### src/rtl/serial_comparator_pkg.sv
// Shared types and defaults for the bit-serial magnitude comparator.
// The state encoding lives here so the FSM and any observers agree on it.
package serial_comparator_pkg;

   typedef enum logic [1:0] {
      IDLE,
      SHIFT,
      DONE
   } cmp_state_t;

   localparam int CMP_WIDTH_DEFAULT = 8;

endpackage

### src/rtl/piso_shift_reg.sv
// Parallel-in / serial-out shift register presenting its MSB each cycle.
// Load takes priority over shift; shifts are zero-filled.
module piso_shift_reg #(
   parameter int WIDTH = 8
) (
   input  logic             clk,
   input  logic             rst,
   input  logic             load,
   input  logic             shift,
   input  logic [WIDTH-1:0] d,
   output logic             msb
);

   logic [WIDTH-1:0] sr_q;
   logic [WIDTH-1:0] sr_d;

   always_comb begin
      sr_d = sr_q;
      if (load) begin
         sr_d = d;
      end else if (shift) begin
         sr_d = {sr_q[WIDTH-2:0], 1'b0};
      end
   end

   always_ff @(posedge clk or posedge rst) begin
      if (rst) begin
         sr_q <= '0;
      end else begin
         sr_q <= sr_d;
      end
   end

   assign msb = sr_q[WIDTH-1];

endmodule

### src/rtl/serial_comparator_8bit.sv
// Bit-serial MSB-first unsigned magnitude comparator with start/ready/done handshake.
// One bit pair is examined per clock; the first differing bit decides g/l.
module serial_comparator_8bit
   import serial_comparator_pkg::*;
#(
   parameter int WIDTH      = CMP_WIDTH_DEFAULT,
   parameter bit EARLY_EXIT = 1'b1
) (
   input  logic             clk,
   input  logic             rst,
   input  logic             start,
   input  logic [WIDTH-1:0] A,
   input  logic [WIDTH-1:0] B,
   output logic             ready,
   output logic             done,
   output logic             g,
   output logic             l,
   output logic             eq
);

   localparam int CNT_W = $clog2(WIDTH);

   cmp_state_t       state_q, state_d;
   logic [CNT_W-1:0] cnt_q, cnt_d;
   logic             g_q, g_d;
   logic             l_q, l_d;
   logic             eq_q, eq_d;
   logic             a_msb, b_msb;
   logic             load, shift;
   logic             bit_diff;
   logic             decided;

   piso_shift_reg #(.WIDTH(WIDTH)) u_a_sr (
      .clk   (clk),
      .rst   (rst),
      .load  (load),
      .shift (shift),
      .d     (A),
      .msb   (a_msb)
   );

   piso_shift_reg #(.WIDTH(WIDTH)) u_b_sr (
      .clk   (clk),
      .rst   (rst),
      .load  (load),
      .shift (shift),
      .d     (B),
      .msb   (b_msb)
   );

   assign bit_diff = a_msb ^ b_msb;
   assign decided  = g_q | l_q;

   always_ff @(posedge clk or posedge rst) begin
      if (rst) begin
         state_q <= IDLE;
      end else begin
         state_q <= state_d;
      end
   end

   always_comb begin
      state_d = state_q;
      unique case (state_q)
         IDLE:    if (start) state_d = SHIFT;
         SHIFT: begin
            if (EARLY_EXIT && bit_diff) begin
               state_d = DONE;
            end else if (cnt_q == '0) begin
               state_d = DONE;
            end
         end
         DONE:    state_d = IDLE;
         default: state_d = IDLE;
      endcase
   end

   always_comb begin
      ready = (state_q == IDLE);
      done  = (state_q == DONE);
      load  = ready & start;
      shift = (state_q == SHIFT);
   end

   // Only the first differing bit may set g/l; later bits are ignored in full-scan mode.
   always_comb begin
      cnt_d = cnt_q;
      g_d   = g_q;
      l_d   = l_q;
      eq_d  = eq_q;
      if (load) begin
         cnt_d = CNT_W'(WIDTH - 1);
         g_d   = 1'b0;
         l_d   = 1'b0;
         eq_d  = 1'b0;
      end else if (shift) begin
         cnt_d = cnt_q - CNT_W'(1);
         if (!decided) begin
            g_d = a_msb & ~b_msb;
            l_d = ~a_msb & b_msb;
         end
         if ((cnt_q == '0) && !decided && !bit_diff) begin
            eq_d = 1'b1;
         end
      end
   end

   always_ff @(posedge clk or posedge rst) begin
      if (rst) begin
         cnt_q <= '0;
         g_q   <= 1'b0;
         l_q   <= 1'b0;
         eq_q  <= 1'b0;
      end else begin
         cnt_q <= cnt_d;
         g_q   <= g_d;
         l_q   <= l_d;
         eq_q  <= eq_d;
      end
   end

   assign g  = g_q;
   assign l  = l_q;
   assign eq = eq_q;

endmodule

### config.mk
export PLATFORM = sky130hd
export DESIGN_NAME = serial_comparator_8bit
export DESIGN_NICKNAME = d
export VERILOG_FILES = /design/src/rtl/serial_comparator_pkg.sv /design/src/rtl/piso_shift_reg.sv /design/src/rtl/serial_comparator_8bit.sv
export SDC_FILE = /design/constraint.sdc
export NUM_CORES = 1
export LEC_CHECK = 0
export ABC_AREA = 1
export CAP_MARGIN = 25
export CORE_MARGIN = 2
export CORE_UTILIZATION = 45
export DETAILED_ROUTE_END_ITERATION = 12
export PLACE_DENSITY = 0.8
export SLEW_MARGIN = 20
export SYNTH_ARGS = -nofsm -noshare
export SYNTH_HDL_FRONTEND = slang
export SYNTH_SLANG_ARGS = --single-unit
### constraint.sdc
create_clock -name clk -period 3.3 [get_ports clk]
set_clock_uncertainty 0.15 [all_clocks]
set_input_delay 0.825 -clock clk [delete_from_list [all_inputs] [get_ports clk]]
set_output_delay 0.825 -clock clk [all_outputs]
set_load 0.01 [all_outputs]
Word-level counts from Yosys, hierarchy flattened
Index checks and enable logic that the tools add are counted.
{ "op_classes": {"add_sub_neg": 1, "n_eq_ne": 5, "n_mux": 19, "n_bitwise": 7, "reduce_logical": 11} }
{ "op_table": {"columns": ["operator", "n"], "rows": [
  ["8-bit two-way mux", 4],
  ["1-bit two-way mux", 9],
  ["2-bit two-way mux", 3],
  ["3-bit two-way mux", 2],
  ["2-bit AND reduction", 3],
  ["2-bit inequality test, second input constant", 2],
  ["2-bit case mux with 2 select lines", 1],
  ["2-bit nonzero test", 2],
  ["1-bit bitwise AND", 3],
  ["3-bit zero test", 1],
  ["3-bit by 1-bit inequality test with 1-bit output, second input constant", 1],
  ["3-bit by 1-bit subtractor with 3-bit output, second input constant", 1],
  ["2-bit by 1-bit == test with 1-bit output, second input constant", 1],
  ["2-bit == test, second input constant", 1],
  ["1-bit logical AND", 2],
  ["1-bit zero test", 2],
  ["2-bit zero test", 1],
  ["1-bit NOT", 2],
  ["1-bit bitwise OR", 1],
  ["1-bit bitwise XOR", 1]
]} }
{ "word_totals": {"ff_bits": 24, "output_inout_bits": 5, "elab_cells": 50} }

Longest topological paths before layout
Gate-level depths: netlist of the first run.
{ "depth": {"word_depth": 7, "depth_mapped": 7} }

Cells and area by module
A second synthesis of the first run with hierarchy kept.
{ "hier_totals": {"cells_unflattened": 139, "area_unflattened_um2": 1181.1} }
{ "by_module_without_submodules": {"columns": ["module", "n_inst", "cells_each", "area_per_inst_um2", "seq_area_each_um2"], "rows": [
  ["piso_shift_reg", 2, 44, 380.4, 200.2],
  ["serial_comparator_8bit", 1, 51, 420.4, 200.2]
]} }

Worst setup path after synthesis of the first run
OpenSTA, ideal clock, no wires.
{ "synth_path": {"kind": "reg-to-output", "from": "register state_q[1]", "to": "output port done", "arrival_time_ns": 0.652, "required_ns": 2.325, "setup_slack_ns": 1.673, "stages_incl_launch_ff": 3, "path_buffers": 0, "path_cell_list": "dfrtp_1 -> inv_1 -> nor2_1"} }
{ "synth_via": {"elab_chain_len": 1} }
{ "synth_rtl": {"columns": ["element", "line", "text"], "rows": [
  ["from (decl)", "serial_comparator_8bit.sv:23", "cmp_state_t state_q, state_d;"],
  ["from (signal assigned)", "serial_comparator_8bit.sv:58", "state_q <= state_d;"],
  ["2-bit == test", "serial_comparator_8bit.sv:80", "done = (state_q == DONE);"],
  ["to (decl)", "serial_comparator_8bit.sv:15", "output logic done,"]
]} }
No other way between the ends.

Worst setup path in the final report of the first run
{ "layout_path": {"from": "register state_q[0]", "to": "output port ready"} }
{ "layout_via": {"elab_chain_len": 1} }
{ "layout_rtl": {"columns": ["element", "line", "text"], "rows": [
  ["2-bit zero test", "serial_comparator_8bit.sv:79", "ready = (state_q == IDLE);"],
  ["to (decl)", "serial_comparator_8bit.sv:14", "output logic ready,"]
]} }
No other way between the ends.

==> results of run 1 <==
-- sequential cells by signal, summed over array words and instances (netlist names) --
name,cells
u_b_sr.sr_q,8
l,1
u_a_sr.sr_q,8
g,1
state_q,2
eq,1
cnt_q,3
-- metal layers --
layer / GRT usage / up-vias
met5: 0 / -
met4: 0.07317 / 0
met3: 0.05581 / 5
met2: 0.2704 / 24
met1: 0.1858 / 447
li1: - / 512
-- worst reg2reg max path, stage by stage (launching register included) --
cell and delay (ns):
dfrtp_1 0.47, nor2_2 0.15, nand2_2 0.29, inv_2 0.28
nand2_1 0.07, nand2_1 0.07, nand2_1 0.05
-- path summary, 6_finish.rpt --
| check | depth (start not counted) | startpoint | end |
|---|---|---|---|
| worst max-delay path | 2 | state_q[0] | ready |
| worst min-delay path | 2 | u_b_sr.sr_q[5] | u_b_sr.sr_q[5] |
| worst max register to register | 6 | state_q[0] | u_a_sr.sr_q[1] |
| worst min register to register | 2 | u_b_sr.sr_q[5] | u_b_sr.sr_q[5] |
| max in group asynchronous | 3 | rst | u_b_sr.sr_q[4] |
| min in group asynchronous | 2 | rst | cnt_q[2] |
-- area by class of cell --
class	instances	area, µm²	share of cell area
clock buffers	3	22.52	0.01506
clock inverters	1	30.03	0.02008
inverters	18	67.56	0.04519
multi-input cells	105	491.7	0.3289
flip-flops and latches	24	600.6	0.4017
well taps	30	37.54	0.02510
repair buffers	24	245.2	0.1640
-- power groups by stage --
stage	Sequential, mW	Clock (mW)	Combinational [mW]
finish	0.516	0.215	0.548
global route	0.533	0.235	0.644
CTS	0.516	0.221	0.554
detailed placement	0.522	0	0.552
global placement	0.517	0	0.533
floorplan	0.511	0	0.427
-- kinds of logic (layout without fill, tap and decap cells) --
kind of cell / count (synthesis) / count (layout) / share of synthesized area
and+or+nand+nor: 81 / 81 / 0.2726
AOI/OAI and AO/OA: 20 / 20 / 0.09470
buffers and inverters: 22 / 46 / 0.09157
DFF: 24 / 24 / 0.4995
adders and majority gates: 4 / 4 / 0.04162
-- metrics by stage --
step | std cells | power (mW) | hold slack (ns) | setup WS (ns)
global placement | 200 | 1.049 | 0.3125 | 0.9754
global route | 205 | 1.412 | 0.3788 | 0.7243
finish | 205 | 1.279 | 0.3453 | 0.8303
floorplan | 151 | 0.9386 | 0.2992 | 1.673
detailed placement | 200 | 1.074 | 0.3159 | 0.9421
CTS | 204 | 1.291 | 0.3492 | 0.8201
-- layout by cell type (no fill, tap or decap), drive strengths merged --
| cell type | n |
|---|---|
| inv | 18 |
| nand2 | 68 |
| o21ai | 15 |
| ha | 4 |
| a21oi | 4 |
| bufinv | 1 |
| buf | 1 |
| clkdlybuf4s50 | 23 |
| o211ai | 1 |
| nor2 | 6 |
| nand3 | 7 |
| dfrtp | 24 |
| clkbuf | 3 |
==> impl_metrics.yaml, run 1 <==
power_and_ir_drop:
  ir_worst_vdd_uv: 554.3
  switching_share: 0.3949
  power_density_nw_per_um2: 855.2
  pwr-share-clk: 0.168
  seqPwrFrac: 0.403
  net-switching-power_mw: 0.5050
  p_int_mw: 0.7738
  power.leakage_nw: 0.7688
  combPwrFrac: 0.429
final_layout:
  final_area_um2: 1495
  final_core_util: 0.5981
  n_fill_cell: 218
  diodes: 0
  layout.nets: 199
  area_growth_pct: 24.35
  drive_above_1_share: 0.08000
route:
  drt-pass1-iter-count: 4
  final_antenna_net_count: 0
  wl_met1_mm: 1.016
  vias: 988
  wl_met3_um: 126
  dr_wl_met2_mm: 1.069
  dr.max_layer_used: "met4"
  routed_wirelength_mm: 2.238
  via_per_inst: 4.820
  drc: 0
  routedWlPerCell_um: 10.92
  drt_iter0_drc: 19
clocking:
  cts.sinks: 24
  path_clk_slew_ns: 0.14
  clkLatencyLatePin_ns: 0.32
  cts_setup_buffers: 0
  cts_tree: "done"
  numCtsBuffers: 3
  hold_buffers: 0
  cts_resized: 0
  cts-htree-levels: 1
  cts.path.max_buffers: 2
  clockRootBuffer: "clkbuf_4"
place:
  globalplace.congestion: 0.7402
  port_buffers: 23
  dpl.hpwl_mm: 1.596
  place_area_um2: 1428
critical_path:
  critPathMaxFanout: 5
  critPathMaxStageDelay_ns: 0.55
  rrSetupSlack_ns: 1.69
  path_cells: "nor2_2, clkdlybuf4s50_1"
  critical_path_buf_inv_count: 1
  endpoint_kind: "output port"
  cp_slowest_cell: "clkdlybuf4s50_1"
  critPathLaunchType: "flip-flop"
  worstSetupPathType: "reg -> out"
  critical_path_arrival_ns: 1.49
  cp_top_family: "buffers and inverters"
  cp.required_ns: 2.32
grt:
  grt_max_degree: 28
  grt_pass1_vias: 954
  overflow: 0
  grt_usage: 0.1618
  antenna_found_initial: 0
  grt_pass1_wl_mm: 3.960
synthesis:
  synth_edf_count: 0
  ys_warn_count: 0
  synth_top_area_share: 0.4995
  synthesis.nets: 174
  synth_ff_type: "dfrtp_1"
  async_reset_ff_frac: 1.000
  yosysMostFrequentCell: "nand2_1"
  ys_seq_area_frac: 0.4995
  synth_largest_area_cell: "dfrtp_1"
  synth_common_cells: "66 x nand2_1, 24 x dfrtp_1, 16 x inv_1"
  ys_seq_elements: 24
  synthDistinctLibCells: 19
  avgSynthCellArea_um2: 7.963
  syn_inst: 151
  syn_area_um2: 1202
  synthTopCellsByArea: "dfrtp_1 50%, nand2_1 21%, inv_1 5.0%"
floorplanning:
  io_pins: 24
  core_um2: 2500
  start_util: 0.4810
  die_area_um2: 3101
  die_x_um: 55.69
  rows: 18
  die_h_um: 55.69
worst_hold_path:
  hp-class: "reg -> reg"
timing:
  hold_viol: 0
  post-route-min-period_ns: 2.470
  fmax_mhz: 404.9
  setup-violations-final: 0
  fin_tns_setup_ns: 0
  rsz0062_at_grt: "no"
  maxSlewViolCount: 0
  slew_headroom: 0.5894
  tightest_slew_ns: 0.6158
  finalCritPeriodShare: 0.7484
flow_run:
  cap_viol_max_count: 0
outcome:
  status: "finished clean"
(Power assumes the default switching activity.)
==> inputs of run 2 (changes only) <==
clock period = 2.3 ns   (was 3.3 ns; I/O delays follow)
==> impl_metrics.yaml, run 2 (synthesis results as in run 1) <==
outcome:
  status: "finished clean"
route:
  drc: 0
  final_antenna_net_count: 0
  routedWlPerCell_um: 11.03
  routed_wirelength_mm: 2.283
  drt_iter0_drc: 14
  vias: 989
  drt-pass1-iter-count: 3
  via_per_inst: 4.778
final_layout:
  mostFrequentLayoutCells: "66 x nand2_1, 24 x dfrtp_1, 23 x clkdlybuf4s50_1, 16 x inv_1, 10 x o21ai_1"
  layout.nets: 201
  area_growth_pct: 24.66
  instances_no_fill: 207
  n_fill_cell: 219
  final_core_util: 0.5996
  final_area_um2: 1499
  seq_area_um2: 600.6
  drive_above_1_share: 0.09040
  diodes: 0
  largestRegisters: "u_a_sr.sr_q: 8 flops, u_b_sr.sr_q: 8 flops, cnt_q: 3 flops"
  layout_commonest_cell: "nand2_1"
  multiInputGateArea_um2: 491.7
critical_path:
  r2r_end: "u_a_sr.sr_q[1]"
  rrSetupSlack_ns: 0.83
  critPathLaunchType: "flip-flop"
  worst_r2r_path_depth: 6
  cp.required_ns: 1.57
  endpoint_kind: "output port"
  critPathMaxFanout: 3
  worstSetupPathType: "reg -> out"
  r2r_start: "state_q[1]"
  critical_path_arrival_ns: 1.48
timing:
  hold_viol: 0
  post-route-min-period_ns: 2.201
  rsz0062_at_grt: "no"
  setup-violations-final: 0
  maxSlewViolCount: 0
  tightest_slew_ns: 0.3906
  setup_slack_ns: 0.09886
  finalCritPeriodShare: 0.9570
  fmax_mhz: 454.3
  fin_hold_ws_ns: 0.3505
  fin_tns_setup_ns: 0
  slew_headroom: 0.7390
floorplanning:
  io_pins: 24
  core_um2: 2500
  rows: 18
  start_util: 0.4810
  die_h_um: 55.69
  die_x_um: 55.69
  die_area_um2: 3101
grt:
  grt_pass1_wl_mm: 3.843
  antenna_found_initial: 0
  grt_max_degree: 25
  overflow: 0
  grt_pass1_vias: 934
  grt_usage: 0.1540
place:
  preCtsSetupSlack_ns: 0.3122
  dpl.hpwl_mm: 1.672
  place_area_um2: 1463
  dp_cells: 203
  globalplace.congestion: 0.7632
  port_buffers: 23
clocking:
  cts_setup_buffers: 0
  clkLatencyLatePin_ns: 0.31
  path_clk_slew_ns: 0.13
  clockRootBuffer: "clkbuf_4"
  numCtsBuffers: 3
  cts_tree: "done"
  cts.sinks: 24
  cts-htree-levels: 1
  cts_resized: 0
  cts.path.max_buffers: 2
  hold_buffers: 0
power_and_ir_drop:
  pwr-share-clk: 0.126
  power.leakage_nw: 0.7742
  switching_share: 0.4075
  power_density_nw_per_um2: 1191
  combPwrFrac: 0.459
  seqPwrFrac: 0.416
  totalPowerFinal_mw: 1.786
  net-switching-power_mw: 0.7277
  ir_worst_vdd_uv: 677.5
  p_int_mw: 1.058
flow_run:
  cap_viol_max_count: 0
worst_hold_path:
  hp-class: "reg -> reg"
  min_path_cells: 2
  min_to: "u_b_sr.sr_q[5]"
  hp-start: "u_b_sr.sr_q[5]"
## run 2: cell types whose count changed in the layout (fill, tap and decap cells not counted), sizes merged
cell | before | now
clkbuf | 3 | 4
buf | 1 | 3
bufinv | 1 | 0
## run 2: layout make-up
class | count | share of cell area
clock buffer | 4 | 0.02421
inverter | 18 | 0.04508
multi-input combinational | 105 | 0.3280
sequential | 24 | 0.4007
tap | 30 | 0.02504
timing repair buffer | 26 | 0.1770
## run 2: per-layer routing
metal	GRT usage	routed length, µm	vias to the layer above
li1	-	-	519
met1	0.1878	1056	449
met2	0.2687	1127	19
met3	0.02791	86	2
met4	0.05923	12	0
met5	0	0	-
## run 2: worst max-delay path, cell delays in order, from the launching register on
cell	delay, ns
dfrtp_1	0.45
inv_1	0.10
nor2_1	0.09
clkdlybuf4s50_1	0.53
## run 2: power by group through the flow
stage | logic (mW) | registers (mW) | clock network (mW)
2_1_floorplan | 0.613 | 0.733 | 0
3_3_place_gp | 0.804 | 0.740 | 0
3_5_place_dp | 0.829 | 0.751 | 0
4_1_cts | 0.833 | 0.743 | 0.227
5_1_grt | 0.950 | 0.765 | 0.242
6_report | 0.819 | 0.742 | 0.224
## run 2: worst max path at each step
stage,start,slack [ns],end,depth (start not counted)
after global placement,start,0.36,u_b_sr.sr_q[1],6
after floorplan,state_q[1],0.92,done,2
final,state_q[1],0.1,done,3
after global routing,state_q[1],0.03,done,3
after CTS,state_q[1],0.08,done,3
after detailed placement,start,0.31,u_a_sr.sr_q[1],6
